<file path="config.mk">
export PLATFORM = sky130hd
export DESIGN_NAME = mantissa_aligner
export DESIGN_NICKNAME = d
export VERILOG_FILES = /design/src/rtl/mantissa_aligner.sv
export SDC_FILE = /design/constraint.sdc
export NUM_CORES = 1
export LEC_CHECK = 0
export CAP_MARGIN = 40
export CELL_PAD_IN_SITES_DETAIL_PLACEMENT = 1
export CELL_PAD_IN_SITES_GLOBAL_PLACEMENT = 1
export CORE_ASPECT_RATIO = 0.7
export CORE_MARGIN = 4
export CORE_UTILIZATION = 30
export DETAILED_ROUTE_END_ITERATION = 12
export HOLD_SLACK_MARGIN = 0.02
export PLACE_DENSITY = 0.72
export SYNTH_ARGS = -nofsm -noshare
export SYNTH_HDL_FRONTEND = slang
export SYNTH_SLANG_ARGS = --single-unit
</file>
<file path="constraint.sdc">
create_clock -name clk -period 2.7 [get_ports clk]
set_input_delay 0.405 -clock clk [delete_from_list [all_inputs] [get_ports clk]]
set_output_delay 0.405 -clock clk [all_outputs]
set_load 0.03 [all_outputs]
</file>
<file path="src/rtl/mantissa_aligner.sv">
// Pre-add mantissa alignment: iterative right shift of a WIDTH-bit mantissa
// (hidden bit included) by an exponent difference, at most STEP bits per cycle,
// producing guard, round and sticky bits for the rounding stage.
module mantissa_aligner #(
    parameter int unsigned WIDTH   = 24,
    parameter int unsigned SHIFT_W = 8,
    parameter int unsigned STEP    = 4
) (
    input  logic               clk,
    input  logic               reset,
    input  logic               en,
    input  logic               in_valid,
    output logic               in_ready,
    input  logic [WIDTH-1:0]   mantissa_in,
    input  logic [SHIFT_W-1:0] shift_amount,
    output logic               out_valid,
    input  logic               out_ready,
    output logic [WIDTH-1:0]   mantissa_out,
    output logic               guard,
    output logic               round_bit,
    output logic               sticky
);

    // Shifts beyond the full work width (mantissa + guard + round) are clamped;
    // the remaining counter only ever needs to hold 0..WIDTH+2.
    localparam int unsigned LIM = WIDTH + 2;
    localparam int unsigned CW  = $clog2(LIM + 1);

    typedef enum logic [1:0] {
        IDLE  = 2'd0,
        SHIFT = 2'd1,
        DONE  = 2'd2
    } state_t;

    state_t           state_q;
    logic [LIM-1:0]   work_q;
    logic             sticky_q;
    logic [CW-1:0]    remaining_q;
    logic             out_valid_q;

    logic [CW-1:0]    eff_d;
    logic [CW-1:0]    step_k_d;
    logic [LIM-1:0]   step_mask_d;
    logic [LIM-1:0]   work_d;
    logic             sticky_d;

    // Clamp the requested shift and compute one iteration's shift, mask and results
    always_comb begin
        eff_d       = '0;
        step_k_d    = '0;
        step_mask_d = '0;
        work_d      = '0;
        sticky_d    = 1'b0;

        if (32'(shift_amount) >= LIM)
            eff_d = CW'(LIM);
        else
            eff_d = CW'(shift_amount);

        if (remaining_q < CW'(STEP))
            step_k_d = remaining_q;
        else
            step_k_d = CW'(STEP);

        step_mask_d = ~({LIM{1'b1}} << step_k_d);
        work_d      = work_q >> step_k_d;
        sticky_d    = sticky_q | (|(work_q & step_mask_d));
    end

    // Control FSM and datapath registers; en=0 freezes everything
    always_ff @(posedge clk or posedge reset) begin
        if (reset) begin
            state_q     <= IDLE;
            work_q      <= '0;
            sticky_q    <= 1'b0;
            remaining_q <= '0;
            out_valid_q <= 1'b0;
        end else if (en) begin
            case (state_q)
                IDLE: begin
                    if (in_valid) begin
                        work_q      <= {mantissa_in, 2'b00};
                        sticky_q    <= 1'b0;
                        remaining_q <= eff_d;
                        if (eff_d == '0) begin
                            state_q     <= DONE;
                            out_valid_q <= 1'b1;
                        end else begin
                            state_q <= SHIFT;
                        end
                    end
                end
                SHIFT: begin
                    work_q      <= work_d;
                    sticky_q    <= sticky_d;
                    remaining_q <= remaining_q - step_k_d;
                    if (remaining_q == step_k_d) begin
                        state_q     <= DONE;
                        out_valid_q <= 1'b1;
                    end
                end
                DONE: begin
                    if (out_ready) begin
                        state_q     <= IDLE;
                        out_valid_q <= 1'b0;
                    end
                end
                default: begin
                    state_q     <= IDLE;
                    out_valid_q <= 1'b0;
                end
            endcase
        end
    end

    // Result outputs come straight from the work register and sticky flag
    always_comb begin
        in_ready     = (state_q == IDLE) && en;
        out_valid    = out_valid_q;
        mantissa_out = work_q[LIM-1:2];
        guard        = work_q[1];
        round_bit    = work_q[0];
        sticky       = sticky_q;
    end

endmodule

</file>
==> results.toml, run 1 <==
[timing]
fmax_ghz = 0.421
rsz0062_at_grt = "no"
hold_viol = 0
slew_headroom_pct = 57.7
finalMaxSlewViolations = 0
post-route-period-util_pct = 87.9
setup_violations = 0
worst_pin_slew_ns = 0.629
tns_ns = 0
fin_crit_ns = 2.37
skew_ns = 0.00441

[yosys]
ys_ff_latch = 35
synth_top_area_share_pct = 35.1
synth_top_area_cell = "dfrtp_1"
yosysUniqueCellTypes = 49
avgSynthCellArea_sq_um = 8.92
ys_seq_area_share_pct = 35.1
synth_commonest_cells = "nand2_1, dfrtp_1, nor2_1"
async_flop_share_pct = 100
netlist_instances = 280
synth_nets = 318
synth_edf_count = 0
synth_area_leaders = "dfrtp_1, mux2i_1, nand2_1, o21ai_0, mux2_2"
yosys_warnings = 0
syn_area_sq_um = 2500
yosysMostFrequentCell = "nand2_1"
dominantRegCellSynth = "dfrtp_1"

[route]
wl_per_cell_microns = 18.9
vias = 2488
first_iter_violations = 166
drtPass1Iterations = 4
wl_mm = 8.38
drc = 0
routed_via_density = 5.60
ant_nets = 0

[cells_and_area]
fillers = 925
syn_to_final_growth_pct = 38.5
final_nets = 380
layout-drive-gt1-share_pct = 11.7
regArea_sq_um = 876
multi_input_area_sq_um = 1520
antenna_cells = 0
post-route-util_pct = 43.4

[pwr]
ir_drop_v = 0.000348
powerDensity_nw_per_um2 = 1260
power_leakage_nw = 1.35

[clock_tree]
post_cts_resized = 0
cts-root-buf = "clkbuf_16"
cts_made_buffers = 5
path_clk_slew_ns = 0.06
worstSkewPairLatency_ns = 0.28
cts_max_level = 2
cts_hold_buffers = 0
cts_tree = "built"
cts_sinks = 35
clockBufferDepth = 2
postCtsSetupBuffers = 0

[global_routing]
grt_max_degree = 36
track_usage_pct = 17.8
grt_pass1_wl_mm = 14.0
grt_pass1_vias = 2641
antenna_found_initial = 0
grt_overflow = 0

[worst_setup_path]
cp.arrival_ns = 1.97
crit_type = "in -> out"
startpoint_type = "input pin"
path_max_fanout = 8
reg2reg_slack_ns = 0.55
cp-end-kind = "primary output"
critPathRequiredTime_ns = 2.30

[die]
fp-row-count = 27
initial_core_util_pct = 31.3
core_sq_um = 7970
ios = 66
fp.dieH_microns = 84.4
die_w_microns = 117
die_area_sq_um = 9880

[placed_design]
port_buffers = 65
gp_congestion = 0.811
hpwlAfterDp_mm = 5.97

[min_path]
min_path_type = "reg -> reg"

[outcome]
status = "finished clean"

[flow_run]
drv_cap = 0
[final cells by class]
class | count | area share, %
clock inverter | 3 | 1.95
sequential | 35 | 25.3
timing repair buffer | 76 | 21.2
tap | 101 | 3.65
inverter | 3 | 0.325
clock buffer | 5 | 3.62
multi-input combinational | 221 | 43.9
[final timing paths]
check	startpoint	end	depth (start not counted)
max	en	in_ready	4
min reg2reg	out_valid	out_valid	1
max reg2reg	state_q[0]	work_q[4]	4
max in group asynchronous	reset	remaining_q[0]	3
min in group asynchronous	reset	work_q[2]	3
min	out_valid	out_valid	1
[power by group]
group / switching [mW] / internal, mW / total [mW]
Combinational: 1.28 / 1.08 / 2.37
Clock: 0.242 / 0.529 / 0.772
Sequential: 0.455 / 0.765 / 1.22
Total: 1.98 / 2.38 / 4.36
[cell usage in the layout, fill, tap and decap left out, types with 2 or more instances in the layout]
cell	count
a221oi_1	4
a2111oi_0	2
and3_1	2
nor4_1	3
dfrtp_1	35
a222oi_1	6
o21ai_0	21
nand2_1	38
a211oi_1	4
clkdlybuf4s50_1	65
nand4_1	8
o211ai_1	4
a22o_1	3
mux4_2	4
nor3_1	8
a21oi_1	7
o21a_1	3
a221o_1	3
o22ai_1	3
nand3_1	7
nor2b_1	7
a21o_1	2
mux2i_1	17
bufinv_16	2
nor2_1	23
a31oi_1	3
clkbuf_16	5
nand2b_1	3
or2_2	2
inv_1	3
a32oi_1	3
o2bb2ai_1	2
mux2_2	9
o221ai_1	2
or3_1	4
buf_4	11
[registers in the layout (all words and copies together), names as in the netlist]
name	count
state_q	2
remaining_q	5
out_valid	1
work_q	26
sticky	1
[worst max-delay path, cell delays in order]
cell and delay (ns):
clkdlybuf4s50_1 0.55, nand2b_1 0.20, nor2_1 0.13, clkdlybuf4s50_1 0.68
[cell families after synthesis]
| logic type | share of synthesized area [%] |
|---|---|
| other cells | 0.150 |
| buf+inv | 4.11 |
| simple gates | 22.4 |
| mux | 16.1 |
| flops | 35.1 |
| compound gates | 21.6 |
| fa+ha+maj | 0.501 |
[metal layers]
metal	vias up	GRT usage, %	wire length (microns)
met5	-	0	0
met4	0	3.02	34
met3	4	3.53	449
met2	64	27.6	3750
met1	1228	25.8	4150
li1	1192	-	-
[through the flow]
stage | hold slack [ns] | area (sq um) | cells | worst slack [ns] | power (mW)
floorplan | 0.545 | 2500 | 280 | 0.765 | 2.70
global placement | 0.475 | 3270 | 436 | 0.346 | 3.53
detailed placement | 0.497 | 3270 | 436 | 0.247 | 3.59
CTS | 0.510 | 3460 | 444 | 0.328 | 4.39
global route | 0.512 | 3460 | 444 | 0.254 | 4.66
finish | 0.503 | 3460 | 444 | 0.326 | 4.36
(Power assumes the default switching activity.)
==> run 2: changes to the inputs <==
--- a/config.mk
+++ b/config.mk
@@ -8,12 +8,12 @@
 export CAP_MARGIN = 40
 export CELL_PAD_IN_SITES_DETAIL_PLACEMENT = 1
 export CELL_PAD_IN_SITES_GLOBAL_PLACEMENT = 1
-export CORE_ASPECT_RATIO = 0.7
+export CORE_ASPECT_RATIO = 0.6
 export CORE_MARGIN = 4
-export CORE_UTILIZATION = 30
+export CORE_UTILIZATION = 35
 export DETAILED_ROUTE_END_ITERATION = 12
 export HOLD_SLACK_MARGIN = 0.02
-export PLACE_DENSITY = 0.72
+export PLACE_DENSITY = 0.82
 export SYNTH_ARGS = -nofsm -noshare
 export SYNTH_HDL_FRONTEND = slang
 export SYNTH_SLANG_ARGS = --single-unit
==> constraint.sdc (replaced) <==
create_clock -name clk -period 2.45 [get_ports clk]
set_input_delay 0.3675 -clock clk [delete_from_list [all_inputs] [get_ports clk]]
set_output_delay 0.3675 -clock clk [all_outputs]
set_load 0.03 [all_outputs]
==> run 2 against run 1 <==
- flip-flop and latch count did not move
- core utilization rose by 7.8 points
- sequential power rose by 9%
==> results.toml, run 2 (same netlist as run 1, synthesis figures left out) <==
[outcome]
status = "finished clean"

[cells_and_area]
layout_commonest_cell = "clkdlybuf4s50_1"
post-route-util_pct = 51.2
layout-drive-gt1-share_pct = 13.4
syn_to_final_growth_pct = 39.1
fillers = 814
antenna_cells = 0
regMostFlops = "work_q"
final_cell_mix = "clkdlybuf4s50_1, nand2_1, dfrtp_1"
reg.largest.list = "work_q x26, remaining_q x5, state_q x2"
final_area_sq_um = 3480
final_nets = 387
largest_register_ffs = 26

[clock_tree]
cts_tree = "built"
cts_made_buffers = 5
postCtsSetupBuffers = 0
post_cts_resized = 0
worstSkewPairLatency_ns = 0.28
clockBufferDepth = 2
cts-root-buf = "clkbuf_16"
cts_max_level = 2
cts_hold_buffers = 0
cts_sinks = 35
path_clk_slew_ns = 0.06

[worst_setup_path]
cp.depth = 5
critPathBufInv = 1
cp-end-kind = "register"
cpPeakStageDelay_ns = 0.63
critPathRequiredTime_ns = 2.60
crit_family = "simple AND/OR/NAND/NOR gates"
crit_type = "reg -> reg"
cp.arrival_ns = 2.32
path_max_fanout = 11
crit_chain = "nor4b_4 > buf_4 > nor2b_1 > a2111oi_0 > nor3_1"
cp_slowest_cell = "nor4b_4"
r2r_cells = 5
startpoint_type = "register"

[pwr]
power_leakage_nw = 1.38
ir_drop_v = 0.000457
powerDensity_nw_per_um2 = 1400

[route]
drtPass1Iterations = 4
vias = 2632
drc = 0
ant_nets = 0
first_iter_violations = 214
routed_via_density = 6.02
wl_mm = 9.29
wl_per_cell_microns = 21.2

[die]
fp-row-count = 23
die_area_sq_um = 8600
initial_core_util_pct = 36.8
fp.dieH_microns = 73.4
die_w_microns = 117
core_sq_um = 6790
ios = 66

[global_routing]
grt_overflow = 0
grt_pass1_wl_mm = 15.4
antenna_found_initial = 0
track_usage_pct = 22.8
grt_pass1_vias = 2764
grt_max_degree = 36

[flow_run]
drv_cap = 0

[placed_design]
hpwlAfterDp_mm = 6.49
gp_congestion = 0.872
dpl_cell_area_sq_um = 3300
port_buffers = 65

[timing]
hold_viol = 0
skew_ns = 0.00373
post-route-period-util_pct = 88.8
fin_crit_ns = 2.17
tns_ns = 0
worst_pin_slew_ns = 0.704
slew_headroom_pct = 52.7
fmax_ghz = 0.460
rsz0062_at_grt = "no"
finalMaxSlewViolations = 0
setup_violations = 0

[min_path]
min_path_type = "reg -> reg"
whs_path_depth = 1
[run 2: stage by stage]
stage | cells | power [mW] | setup slack, ns | hold WS (ns)
4_1_cts | 437 | 4.85 | 0.285 | 0.510
3_3_place_gp | 429 | 3.94 | 0.344 | 0.482
3_5_place_dp | 429 | 4.04 | 0.290 | 0.497
2_1_floorplan | 280 | 2.98 | 0.515 | 0.508
6_report | 437 | 4.86 | 0.275 | 0.500
5_1_grt | 437 | 5.17 | 0.157 | 0.520
[run 2: power by group]
| group | total, mW | internal, mW | leakage, nW | switching [mW] |
|---|---|---|---|---|
| clock | 0.766 | 0.506 | 0.0868 | 0.260 |
| sequential | 1.33 | 0.843 | 0.432 | 0.484 |
| combinational | 2.76 | 1.23 | 0.864 | 1.53 |
[run 2: area by class of cell]
type,instances,area [sq um],area share [%]
well taps,87,109,3.13
flip-flops and latches,35,876,25.2
multi-input cells,221,1520,43.7
clock buffers,6,139,4.00
clock inverters,2,35.0,1.01
repair buffers,83,786,22.6
inverters,3,11.3,0.324
[run 2: path summary, 6_finish.rpt]
check | startpoint | end | slack, ns
max in group asynchronous | reset | work_q[12] | 1.60
worst max-delay path | remaining_q[2] | work_q[2] | 0.28
worst min register to register | out_valid | out_valid | 0.50
worst min-delay path | out_valid | out_valid | 0.50
min in group asynchronous | reset | work_q[1] | 0.51
worst max register to register | remaining_q[2] | work_q[2] | 0.28
[run 2: metal layers]
metal	GRT usage, %	routed length, microns
met1	33.5	4390
met2	35.5	4240
met3	4.44	600
met4	3.69	53
met5	0	0
==> run 3: changes to the inputs <==
--- a/config.mk
+++ b/config.mk
@@ -8,12 +8,13 @@
 export CAP_MARGIN = 40
 export CELL_PAD_IN_SITES_DETAIL_PLACEMENT = 1
 export CELL_PAD_IN_SITES_GLOBAL_PLACEMENT = 1
-export CORE_ASPECT_RATIO = 0.6
+export CORE_ASPECT_RATIO = 1.2
 export CORE_MARGIN = 4
 export CORE_UTILIZATION = 35
 export DETAILED_ROUTE_END_ITERATION = 12
 export HOLD_SLACK_MARGIN = 0.02
 export PLACE_DENSITY = 0.82
+export RECOVER_POWER = 25
 export SYNTH_ARGS = -nofsm -noshare
 export SYNTH_HDL_FRONTEND = slang
 export SYNTH_SLANG_ARGS = --single-unit
==> run 3 against run 2 <==
- die area fell by 0.45%
- cell area fell by 3.4%
- first-iteration DRC count fell by 18%
- sequential share of layout area rose by 0.89 points
- largest power group unchanged
==> results.toml, run 3 (same netlist as run 1, synthesis figures left out) <==
[cells_and_area]
reg.largest.list = "work_q x26, remaining_q x5, state_q x2"
final_cells = 433
layout_commonest_cell = "clkdlybuf4s50_1"
antenna_cells = 0
final_cell_mix = "clkdlybuf4s50_1, nand2_1, dfrtp_1"
regMostFlops = "work_q"
largest_register_ffs = 26
syn_to_final_growth_pct = 34.4
final_nets = 385
layout-drive-gt1-share_pct = 12.1

[worst_setup_path]
r2r_cells = 6
worstSetupEndpoint = "in_ready"
startpoint_type = "input pin"
reg2reg_from = "remaining_q[2]"
reg2reg_slack_ns = 0.37
path_max_fanout = 6
critPathBufInv = 2
cp_slowest_cell = "clkdlybuf4s50_1"
crit_family = "buffers and inverters"
crit_type = "in -> out"
cpPeakStageDelay_ns = 0.69
cp-startpoint = "en"
cp_common_cell = "clkdlybuf4s50_1"
critPathRequiredTime_ns = 2.08
cp.depth = 4
cp.arrival_ns = 1.85
cp-end-kind = "primary output"
r2r-end = "remaining_q[2]"
crit_chain = "clkdlybuf4s50_1 > nand2b_1 > nor2_1 > clkdlybuf4s50_1"

[route]
met1_length_mm = 3.42
top_layer_used = "met4"
routed_via_density = 6.00
wl_mm = 8.30
route.met2.wl_mm = 4.38
wl_per_cell_microns = 19.2
ant_nets = 0
wl_met3_microns = 319
first_iter_violations = 175
drc = 0
vias = 2600
drtPass1Iterations = 4

[timing]
tns_ns = 0
hold_viol = 0
fin_crit_ns = 2.21
layout_setup_ws_ns = 0.235
rsz0062_at_grt = "no"
finalMaxSlewViolations = 0
setup_violations = 0
slew_headroom_pct = 38.7
hold_ws_ns = 0.499
post-route-period-util_pct = 90.4
skew_ns = 0.00443
worst_pin_slew_ns = 0.919
fmax_ghz = 0.452

[global_routing]
grt_max_degree = 36
grt_pass1_vias = 2694
grt_pass1_wl_mm = 13.5
track_usage_pct = 19.7
grt_overflow = 0
antenna_found_initial = 0

[placed_design]
gp_congestion = 0.843
hpwlAfterDp_mm = 6.16
dp_slack_ns = 0.129
port_buffers = 65
placed_cells = 427

[clock_tree]
clockBufferDepth = 2
cts-root-buf = "clkbuf_8"
cts_made_buffers = 5
path_clk_slew_ns = 0.07
cts_hold_buffers = 0
worstSkewPairLatency_ns = 0.29
postCtsSetupBuffers = 0
cts_max_level = 2
cts_sinks = 35
cts_tree = "built"
post_cts_resized = 0

[die]
ios = 66
initial_core_util_pct = 36.2
die_area_sq_um = 8560
core_sq_um = 6900
fp-row-count = 33
fp.dieH_microns = 101
die_w_microns = 85.1

[flow_run]
drv_cap = 0

[outcome]
status = "finished clean"

[pwr]
ir_drop_v = 0.000446
power_leakage_nw = 1.32
powerDensity_nw_per_um2 = 1310

[min_path]
min_from = "out_valid"
min_path_type = "reg -> reg"
-- run 3: layout make-up --
| class | instances | area [sq um] |
|---|---|---|
| Clock buffer | 6 | 72.6 |
| Fill cell | 806 | 3540 |
| Inverter | 3 | 11.3 |
| Multi-Input combinational cell | 221 | 1520 |
| Sequential cell | 35 | 876 |
| Tap cell | 87 | 109 |
| Timing Repair Buffer | 81 | 768 |
-- run 3: layer usage --
layer | GRT usage, % | vias up
li1 | - | 1199
met1 | 23.5 | 1323
met2 | 35.3 | 64
met3 | 3.60 | 14
met4 | 6.46 | 0
met5 | 0 | -
-- run 3: how the worst min path moves through the flow --
stage	to	cells after the start
after floorplan	work_q[25]	1
after global placement	out_valid	1
after detailed placement	out_valid	1
after CTS	out_valid	1
after global routing	out_valid	1
final	out_valid	1
-- run 3: power breakdown --
part,leakage (nW),internal (mW),switching (mW)
logic,0.855,1.22,1.44
clock network,0.0371,0.190,0.211
registers,0.432,0.842,0.496
total,1.32,2.25,2.15
-- run 3: stage by stage --
step | util [%] | instance area (sq um) | total power, mW
2_1_floorplan | - | 2500 | 2.98
3_3_place_gp | 47.7 | 3290 | 3.90
3_5_place_dp | 47.7 | 3290 | 4.00
4_1_cts | 48.7 | 3360 | 4.41
5_1_grt | 48.7 | 3360 | 4.71
6_report | 48.7 | 3360 | 4.40
